==> config.mk <==
export PLATFORM = sky130hd
export DESIGN_NAME = idec_cpsr_unit
export DESIGN_NICKNAME = d
export VERILOG_FILES = /design/src/rtl/idec_cpsr_unit_pkg.sv /design/src/rtl/cpsr32.sv /design/src/rtl/dff.sv /design/src/rtl/idec32.sv /design/src/rtl/idec_cpsr_unit.sv
export SDC_FILE = /design/constraint.sdc
export NUM_CORES = 1
export LEC_CHECK = 0
export CORE_ASPECT_RATIO = 1.75
export CORE_MARGIN = 3
export CORE_UTILIZATION = 27
export DETAILED_ROUTE_END_ITERATION = 7
export MAX_ROUTING_LAYER = met4
export PLACE_DENSITY = 0.8
export SLEW_MARGIN = 20
export SYNTH_ARGS = -nofsm -noshare
export SYNTH_HDL_FRONTEND = slang
export SYNTH_HIERARCHICAL = 1
export SYNTH_SLANG_ARGS = --single-unit
==> constraint.sdc <==
create_clock -name clk -period 2.5 [get_ports clk]
set_input_delay 0.375 -clock clk [delete_from_list [all_inputs] [get_ports clk]]
set_output_delay 0.375 -clock clk [all_outputs]
set_load 0.05 [all_outputs]
==> src/rtl/idec_cpsr_unit_pkg.sv <==
// Shared definitions for the instruction decode / status register slice.
// Holds datapath widths, the PC register index, ALU opcode and condition
// code encodings, flag bit positions and the condition evaluation helper.
package idec_cpsr_unit_pkg;

  localparam int FULLW  = 32;
  localparam int FLAGSW = 4;
  localparam int REGAW  = 4;
  localparam int ALUAW  = 4;
  localparam int PC_IDX = 15;

  // Flag positions inside the {N,Z,C,V} nibble.
  localparam int FLAG_N = 3;
  localparam int FLAG_Z = 2;
  localparam int FLAG_C = 1;
  localparam int FLAG_V = 0;

  typedef enum logic [3:0] {
    ALU_AND = 4'h0, ALU_EOR = 4'h1, ALU_SUB = 4'h2, ALU_RSB = 4'h3,
    ALU_ADD = 4'h4, ALU_ADC = 4'h5, ALU_SBC = 4'h6, ALU_RSC = 4'h7,
    ALU_TST = 4'h8, ALU_TEQ = 4'h9, ALU_CMP = 4'hA, ALU_CMN = 4'hB,
    ALU_ORR = 4'hC, ALU_MOV = 4'hD, ALU_BIC = 4'hE, ALU_MVN = 4'hF
  } alu_op_e;

  typedef enum logic [3:0] {
    COND_EQ = 4'h0, COND_NE = 4'h1, COND_CS = 4'h2, COND_CC = 4'h3,
    COND_MI = 4'h4, COND_PL = 4'h5, COND_VS = 4'h6, COND_VC = 4'h7,
    COND_HI = 4'h8, COND_LS = 4'h9, COND_GE = 4'hA, COND_LT = 4'hB,
    COND_GT = 4'hC, COND_LE = 4'hD, COND_AL = 4'hE, COND_NV = 4'hF
  } cond_e;

  function automatic logic cond_pass(input logic [3:0] cond, input logic [FLAGSW-1:0] flags);
    logic n, z, c, v;
    n = flags[FLAG_N];
    z = flags[FLAG_Z];
    c = flags[FLAG_C];
    v = flags[FLAG_V];
    case (cond_e'(cond))
      COND_EQ: cond_pass = z;
      COND_NE: cond_pass = !z;
      COND_CS: cond_pass = c;
      COND_CC: cond_pass = !c;
      COND_MI: cond_pass = n;
      COND_PL: cond_pass = !n;
      COND_VS: cond_pass = v;
      COND_VC: cond_pass = !v;
      COND_HI: cond_pass = c && !z;
      COND_LS: cond_pass = !c || z;
      COND_GE: cond_pass = (n == v);
      COND_LT: cond_pass = (n != v);
      COND_GT: cond_pass = !z && (n == v);
      COND_LE: cond_pass = z || (n != v);
      COND_AL: cond_pass = 1'b1;
      default: cond_pass = 1'b0;
    endcase
  endfunction

endpackage

==> src/rtl/cpsr32.sv <==
// Status register: only the N,Z,C,V bits are stored, each with its own load
// enable; the low 28 bits of the presented word are constant zero.
// Ports: clk, rst_n, flags_in {N,Z,C,V}, set_en {N,Z,C,V}, cpsr_out.
module cpsr32
  import idec_cpsr_unit_pkg::*;
(
  input  logic              clk,
  input  logic              rst_n,
  input  logic [FLAGSW-1:0] flags_in,
  input  logic [FLAGSW-1:0] set_en,
  output logic [FULLW-1:0]  cpsr_out
);

  logic [FLAGSW-1:0] flags_q;

  always_ff @(posedge clk or negedge rst_n) begin
    if (!rst_n) flags_q <= '0;
    else        flags_q <= (set_en & flags_in) | (~set_en & flags_q);
  end

  assign cpsr_out = {flags_q, {(FULLW-FLAGSW){1'b0}}};

endmodule

==> src/rtl/dff.sv <==
// Generic WIDTH-bit register with asynchronous active-low reset to zero.
// Ports: clk, rst_n, d (next value), q (registered value).
module dff #(
  parameter int WIDTH = 1
) (
  input  logic             clk,
  input  logic             rst_n,
  input  logic [WIDTH-1:0] d,
  output logic [WIDTH-1:0] q
);

  always_ff @(posedge clk or negedge rst_n) begin
    if (!rst_n) q <= '0;
    else        q <= d;
  end

endmodule

==> src/rtl/idec32.sv <==
// Combinational instruction decoder for data-processing, load/store and
// branch encodings. Conditional execution uses the current flags; ispb
// squashes the instruction in the shadow of a taken branch.
// Ports: iin, flags {N,Z,C,V}, ispb in; ALU opcode, register fields, flag
// set enables, write enables and branch controls out.
module idec32
  import idec_cpsr_unit_pkg::*;
(
  input  logic [FULLW-1:0]  iin,
  input  logic [FLAGSW-1:0] flags,
  input  logic              ispb,
  output logic [ALUAW-1:0]  alu_out,
  output logic [REGAW-1:0]  rn_out,
  output logic [REGAW-1:0]  rd_out,
  output logic [FLAGSW-1:0] cpsrs_out,
  output logic              reg_we,
  output logic              mem_we,
  output logic              ib,
  output logic [FULLW-1:0]  bv,
  output logic              bl
);

  logic             valid;
  logic [ALUAW-1:0] op;
  logic             is_test;
  logic             is_arith;

  always_comb begin
    valid    = cond_pass(iin[31:28], flags) && !ispb;
    op       = iin[24:21];
    // TST/TEQ/CMP/CMN only produce flags, never a register result.
    is_test  = (op[3:2] == 2'b10);
    // Opcodes that go through the adder and so produce meaningful C and V.
    is_arith = ((op >= 4'h2) && (op <= 4'h7)) || (op == ALU_CMP) || (op == ALU_CMN);

    alu_out   = '0;
    rn_out    = iin[19:16];
    rd_out    = iin[15:12];
    cpsrs_out = '0;
    reg_we    = 1'b0;
    mem_we    = 1'b0;
    ib        = 1'b0;
    bl        = 1'b0;
    bv        = '0;

    if (iin[27:26] == 2'b00) begin
      alu_out = op;
      reg_we  = valid && !is_test;
      if (valid && iin[20])
        cpsrs_out = is_arith ? 4'b1111 : 4'b1100;
    end else if (iin[27:26] == 2'b01) begin
      // U bit picks whether the offset is added to or subtracted from the base.
      alu_out = iin[23] ? ALU_ADD : ALU_SUB;
      mem_we  = valid && !iin[20];
      reg_we  = valid && iin[20];
    end else if (iin[27:25] == 3'b101) begin
      ib = valid;
      bl = valid && iin[24];
      bv = {{(FULLW-26){iin[23]}}, iin[23:0], 2'b00};
    end
  end

endmodule

==> src/rtl/idec_cpsr_unit.sv <==
// Decode plus status-register slice: combinational decoder, N/Z/C/V register
// with per-flag load enables, and a one-cycle branch shadow flag that squashes
// the instruction following a taken branch.
// Ports: clk, nreset (async active-low), iin, alu_flags in; alu_out, rn_out,
// rd_out, cpsrs_out, reg_we, mem_we, ib, bv, bl, cpsr_out, ispb_out out.
module idec_cpsr_unit #(
  parameter int FULLW  = idec_cpsr_unit_pkg::FULLW,
  parameter int FLAGSW = idec_cpsr_unit_pkg::FLAGSW,
  parameter int REGAW  = idec_cpsr_unit_pkg::REGAW,
  parameter int ALUAW  = idec_cpsr_unit_pkg::ALUAW
) (
  input  logic              clk,
  input  logic              nreset,
  input  logic [FULLW-1:0]  iin,
  input  logic [FLAGSW-1:0] alu_flags,
  output logic [ALUAW-1:0]  alu_out,
  output logic [REGAW-1:0]  rn_out,
  output logic [REGAW-1:0]  rd_out,
  output logic [FLAGSW-1:0] cpsrs_out,
  output logic              reg_we,
  output logic              mem_we,
  output logic              ib,
  output logic [FULLW-1:0]  bv,
  output logic              bl,
  output logic [FULLW-1:0]  cpsr_out,
  output logic              ispb_out
);

  import idec_cpsr_unit_pkg::*;

  idec32 u_idec (
    .iin       (iin),
    .flags     (cpsr_out[31:28]),
    .ispb      (ispb_out),
    .alu_out   (alu_out),
    .rn_out    (rn_out),
    .rd_out    (rd_out),
    .cpsrs_out (cpsrs_out),
    .reg_we    (reg_we),
    .mem_we    (mem_we),
    .ib        (ib),
    .bv        (bv),
    .bl        (bl)
  );

  cpsr32 u_cpsr (
    .clk      (clk),
    .rst_n    (nreset),
    .flags_in (alu_flags),
    .set_en   (cpsrs_out),
    .cpsr_out (cpsr_out)
  );

  dff #(.WIDTH(1)) u_ispb (
    .clk   (clk),
    .rst_n (nreset),
    .d     (ib),
    .q     (ispb_out)
  );

endmodule

==> impl_metrics.py, run 1 <==
metrics = {
    "detailed_routing": {
        "drc": 0,
        "wl_per_cell_um": 14.1,
        "first_pass_iters": 4,
        "routed_via_density": 4.48,
        "drtIter0Drc": 16,
        "postRouteAntennaNets": 0,
        "wl_mm": 3.81,
        "vias": 1204,
    },
    "critical_path": {
        "end_kind": "output port",
        "setup.worst_path.class": "reg2out",
        "crit_slowest_cell": "dfrtp_2",
        "required_ps": 2120,
        "start_kind": "flip-flop",
        "path_buf_inv": 2,
        "crit_chain": "nor2b_1 > nor3b_2 > o31ai_4 > a311oi_4 > buf_6 > buf_12",
        "path_delay_family": "simple AND/OR/NAND/NOR gates",
        "slowest_delay_ps": 410,
        "cp.arrival_ps": 2090,
        "rrSetupSlack_ps": 230,
        "worst-path-max-fanout": 6,
        "rr_worst_depth": 7,
    },
    "yosys": {
        "ys_ff_latch": 5,
        "synth_edf_count": 0,
        "synth-main-ff-cell": "dfrtp_1",
        "synth.area.mux_share_pct": 7.66,
        "synth.yosys.seq_area_share_pct": 12.0,
        "synth_top_family_by_area": "buffers and inverters",
        "synth_area_um2": 1050,
        "synth-simple-area-share_pct": 28.3,
        "async_flop_share_pct": 100,
        "synth_cell_type_count": 34,
        "syn_area_per_cell_um2": 7.92,
        "ys_warn_count": 6,
        "synth_compound_area_share_pct": 13.8,
        "yosys.area_share.adder_pct": 0,
        "syn_inst": 132,
        "synth_xor_area_share_pct": 1.67,
    },
    "floorplan": {
        "die-area_um2": 4690,
        "die_x_um": 53.1,
        "dieHeight_um": 88.3,
        "start_util_pct": 28.5,
        "core-area_um2": 3660,
        "fp-row-count": 29,
        "pin_count": 123,
    },
    "pwr": {
        "power.density_nw_per_um2": 489,
        "irDropWorstVdd_mv": 0.573,
        "p_total_uw": 1200,
        "power_leakage_uw": 0.00104,
    },
    "run": {
        "cap_violations": 0,
    },
    "clock_tree": {
        "cts_root_buffer": "clkbuf_8",
        "numCtsBuffers": 3,
        "clock-sinks": 5,
        "clock_latency_ps": 220,
        "holdBufCountCts": 0,
        "clock_path_buffers": 2,
        "clk_pin_slew_ps": 40,
        "tritoncts": "yes",
        "cts_max_level": 1,
    },
    "sta": {
        "fin_ws_ps": 31.7,
        "whs_ps": 372,
        "layout_min_cycle_time_ps": 2470,
        "relSlewSlack_pct": 65.9,
        "fin_crit_sh_pct": 98.7,
        "slew_violations": 0,
        "hold_violations": 0,
        "skew_ps": 0.602,
        "finalSetupViolations": 0,
        "fmaxAchievable_mhz": 405,
        "worst_slew_pin_slew_ps": 509,
    },
    "global_route": {
        "grt_pass1_vias": 1214,
        "grt.total_usage_pct": 17.0,
        "grt_overflow": 0,
        "grt_pass1_wl_mm": 5.76,
        "grt_start_max_net_pins": 23,
        "antenna_found_initial": 0,
    },
    "place": {
        "hpwlAfterDp_mm": 3.11,
        "pre_cts_ws_ps": -312,
        "port_buffers": 92,
        "globalplace.congestion": 0.788,
    },
    "finish": {
        "antennaDiodeCount": 0,
        "nNetsFinal": 262,
        "layout-drive-gt1-share_pct": 38.6,
        "syn_to_final_growth_pct": 135,
    },
    "hold_path": {
        "worst_hold_path_type": "in2async",
    },
    "status": {
        "status": "completed",
    },
}
==> how the worst max path moves through the flow <==
stage | startpoint | depth (start not counted) | slack, ps | to
floorplan | flip-flop | 6 | -150 | flip-flop
global placement | iin[30] | 7 | -240 | cpsrs_out[0]
detailed placement | iin[30] | 7 | -310 | cpsrs_out[1]
CTS | iin[30] | 7 | 5 | cpsrs_out[1]
global route | flip-flop | 6 | -10 | cpsrs_out[0]
finish | flip-flop | 6 | 30 | cpsrs_out[1]
==> layout make-up <==
cell class / count / area, um^2
Timing Repair Buffer: 108 / 1460
Fill cell: 272 / 1200
Multi-Input combinational cell: 102 / 749
Sequential cell: 5 / 130
Tap cell: 46 / 57.6
Clock buffer: 4 / 45.0
Inverter: 4 / 15.0
==> cells by family after synthesis <==
group                     after synthesis
xor gates and xnor gates                2
other                                   2
muxes                                   6
buffers and inverters                  53
AOI/OAI and AO/OA                      16
and+or+nand+nor                        48
DFF                                     5
==> where the power goes <==
part / internal [uW] / switching, uW / total, uW
registers: 121 / 64.6 / 186
clock network: 110 / 43.0 / 153
logic: 353 / 513 / 865
total: 584 / 620 / 1200
==> worst register-to-register path, stage by stage, from the launching register on <==
cell and delay [ps]:
dfrtp_2 410, nor2b_1 310, nor3b_2 380, o31ai_4 170, a311oi_4 300, buf_6 160, buf_4 120, mux2_4 290
==> routing by layer <==
layer,part of all wire (%),wire (um),global-route usage (%),vias up
met5,0,0,-,-
li1,-,-,-,555
met1,34,1280,17.6,537
met3,11,425,4.05,12
met4,2.5,95,6.51,0
met2,53,2010,30.0,100
==> cells in the mapped netlist, drive strengths merged, types with 3 or more instances <==
cell,n,share of area [%]
a31oi,6,3.6
and2,26,16
buf,47,34
dfrtp,5,12
inv,4,1.4
mux2,4,5.7
nand2b,3,1.8
nand3,5,2.4
==> cells in the final DEF (no fill, tap or decap), drive strengths merged, types with 2 or more instances in the layout <==
master	instances
mux2	4
a21oi	2
clkdlybuf4s50	46
xnor2	2
dfrtp	5
clkbuf	5
dlygate4sd2	2
nand2b	3
nand3	5
nor2b	2
nand2	2
or3	2
mux2i	2
nor2	2
conb	30
buf	58
inv	4
and2	26
a31oi	6
nor3b	2
==> repair_timing <==
item                                    in CTS  in global routing
endpoints found under the setup margin      10                 30
pin swaps                                    2                  0
setup buffers                                2                  0
resized for setup                            9                  5
cloned                                       0                  0
==> per-stage QoR <==
stage	TNS (ps)	instance area, um^2	utilization, %	cells
after CTS	0	2440	66.7	269
after global placement	-2070	2350	64.2	263
after global routing	-18.6	2460	67.2	269
after detailed placement	-2890	2350	64.2	263
final	0	2460	67.2	269
after floorplan	-504	1210	-	160
Power figures use the tool's default switching activity.
==> run 2: changes to the inputs <==
--- a/config.mk
+++ b/config.mk
@@ -5,6 +5,7 @@
 export SDC_FILE = /design/constraint.sdc
 export NUM_CORES = 1
 export LEC_CHECK = 0
+export ABC_CLOCK_PERIOD_IN_PS = 2500
 export CORE_ASPECT_RATIO = 1.75
 export CORE_MARGIN = 3
 export CORE_UTILIZATION = 27
==> results of run 2 <==
Final layout, timing and power as in run 1 (identical DEF).
==> run 3: changes to the inputs <==
--- a/config.mk
+++ b/config.mk
@@ -5,7 +5,7 @@
 export SDC_FILE = /design/constraint.sdc
 export NUM_CORES = 1
 export LEC_CHECK = 0
-export ABC_CLOCK_PERIOD_IN_PS = 2500
+export ABC_CLOCK_PERIOD_IN_PS = 2750
 export CORE_ASPECT_RATIO = 1.75
 export CORE_MARGIN = 3
 export CORE_UTILIZATION = 27
==> constraint.sdc (replaced) <==
create_clock -name clk -period 2.75 [get_ports clk]
set_input_delay 0.4125 -clock clk [delete_from_list [all_inputs] [get_ports clk]]
set_output_delay 0.4125 -clock clk [all_outputs]
set_load 0.05 [all_outputs]
==> run 3 against run 2 <==
Effect of this change:
- core utilization fell by 2.3 points
- global-route usage fell by 1.6 points
- flip-flop and latch count did not move
- clock-buffer cell count did not move
- cell area fell by 3.4%
==> impl_metrics.py, run 3 (synthesis gave the netlist of run 1 again) <==
metrics = {
    "finish": {
        "nNetsFinal": 260,
        "finalInstanceArea_um2": 2380,
        "syn_to_final_growth_pct": 127,
        "layout_commonest_cell": "clkdlybuf4s50_1",
        "final_cell_mix": "clkdlybuf4s50_1, buf_12, conb_1",
        "antennaDiodeCount": 0,
        "layout-drive-gt1-share_pct": 35.3,
        "fillers": 277,
    },
    "detailed_routing": {
        "wl_per_cell_um": 13.7,
        "wl_mm": 3.65,
        "postRouteAntennaNets": 0,
        "first_pass_iters": 4,
        "wl_met2_mm": 2.12,
        "drtIter0Drc": 34,
        "wl_met3_um": 343,
        "vias": 1158,
        "routed_via_density": 4.34,
        "drc": 0,
        "wl_met1_mm": 1.16,
        "top_layer": "met4",
    },
    "clock_tree": {
        "clock_latency_ps": 220,
        "tritoncts": "yes",
        "clock_path_buffers": 2,
        "clock-sinks": 5,
        "numCtsBuffers": 3,
        "cts_root_buffer": "clkbuf_8",
        "holdBufCountCts": 0,
        "cts_max_level": 1,
        "clk_pin_slew_ps": 40,
    },
    "floorplan": {
        "die-area_um2": 4690,
        "die_x_um": 53.1,
        "start_util_pct": 28.5,
        "dieHeight_um": 88.3,
        "core-area_um2": 3660,
        "fp-row-count": 29,
        "pin_count": 123,
    },
    "place": {
        "globalplace.congestion": 0.777,
        "hpwlAfterDp_mm": 3.14,
        "port_buffers": 92,
        "place_area_um2": 2290,
    },
    "critical_path": {
        "worst-path-max-fanout": 8,
        "start_kind": "primary input",
        "setup.worst_path.class": "in2out",
        "end_kind": "output port",
        "cp.arrival_ps": 2200,
        "rrSetupSlack_ps": 480,
        "rr_worst_depth": 7,
        "required_ps": 2340,
    },
    "global_route": {
        "grt_pass1_wl_mm": 5.32,
        "grt_pass1_vias": 1137,
        "grt_overflow": 0,
        "grt.total_usage_pct": 15.4,
        "grt_start_max_net_pins": 10,
        "antenna_found_initial": 0,
    },
    "hold_path": {
        "worst_hold_path_type": "in2async",
    },
    "pwr": {
        "irDropWorstVdd_mv": 0.438,
        "power.density_nw_per_um2": 440,
        "power_leakage_uw": 0.00102,
        "p_total_uw": 1050,
    },
    "run": {
        "cap_violations": 0,
    },
    "sta": {
        "worst_slew_pin_slew_ps": 515,
        "fmaxAchievable_mhz": 383,
        "hold_violations": 0,
        "rsz0062_at_grt": "no",
        "relSlewSlack_pct": 65.5,
        "finalSetupViolations": 0,
        "fin_crit_sh_pct": 94.9,
        "slew_violations": 0,
        "skew_ps": 2.60,
        "setup_tns_ps": 0,
        "layout_min_cycle_time_ps": 2610,
    },
    "status": {
        "status": "completed",
    },
}
[run 3: path summary, 6_finish.rpt]
path / from / endpoint
min in group clk: flip-flop / flip-flop
setup / recovery: iin[30] / cpsrs_out[1]
hold / removal: nreset / u_ispb/q
setup reg to reg: flip-flop / flip-flop
max in group asynchronous: nreset / async pin
hold reg to reg: flip-flop / flip-flop
[run 3: metrics by stage]
| stage | instances | hold WS [ps] | utilization (%) | setup WS [ps] |
|---|---|---|---|---|
| floorplan | 160 | 117 | - | 7.16 |
| global placement | 262 | 565 | 62.5 | -19.7 |
| detailed placement | 262 | 568 | 62.5 | -68.8 |
| CTS | 266 | 407 | 63.7 | 14.7 |
| global route | 267 | 421 | 64.9 | 39.4 |
| finish | 267 | 406 | 64.9 | 140 |
[run 3: layout make-up]
class,count,area (um^2),share of cell area [%]
inverters,4,15.0,0.632
clock buffers,4,45.0,1.89
multi-input cells,102,714,30.1
well taps,46,57.6,2.42
flip-flops and latches,5,129,5.42
repair buffers,106,1420,59.6
[run 3: power breakdown]
| group | total, uW | switching, uW | internal, uW |
|---|---|---|---|
| Combinational | 751 | 449 | 302 |
| Clock | 136 | 36.3 | 99.5 |
| Sequential | 159 | 50.1 | 109 |
| Total | 1050 | 536 | 510 |
[run 3: per-layer routing]
| metal | vias to the layer above | track usage, % |
|---|---|---|
| li1 | 549 | - |
| met1 | 525 | 16.1 |
| met5 | - | - |
| met2 | 82 | 29.0 |
| met3 | 2 | 2.53 |
| met4 | 0 | 3.72 |
[run 3: worst max-delay path: stages]
cell and delay [ps]:
dlygate4sd2_1 340, nor2b_1 280, nor3b_1 400, o31ai_4 170, a311oi_4 290, buf_6 160
buf_12 130
[run 3: timing repair]
| item | 4_1_cts | 5_1_grt |
|---|---|---|
| resized for setup | 1 | 6 |
| setup endpoints to repair | 5 | 8 |
| setup buffers | 0 | 1 |
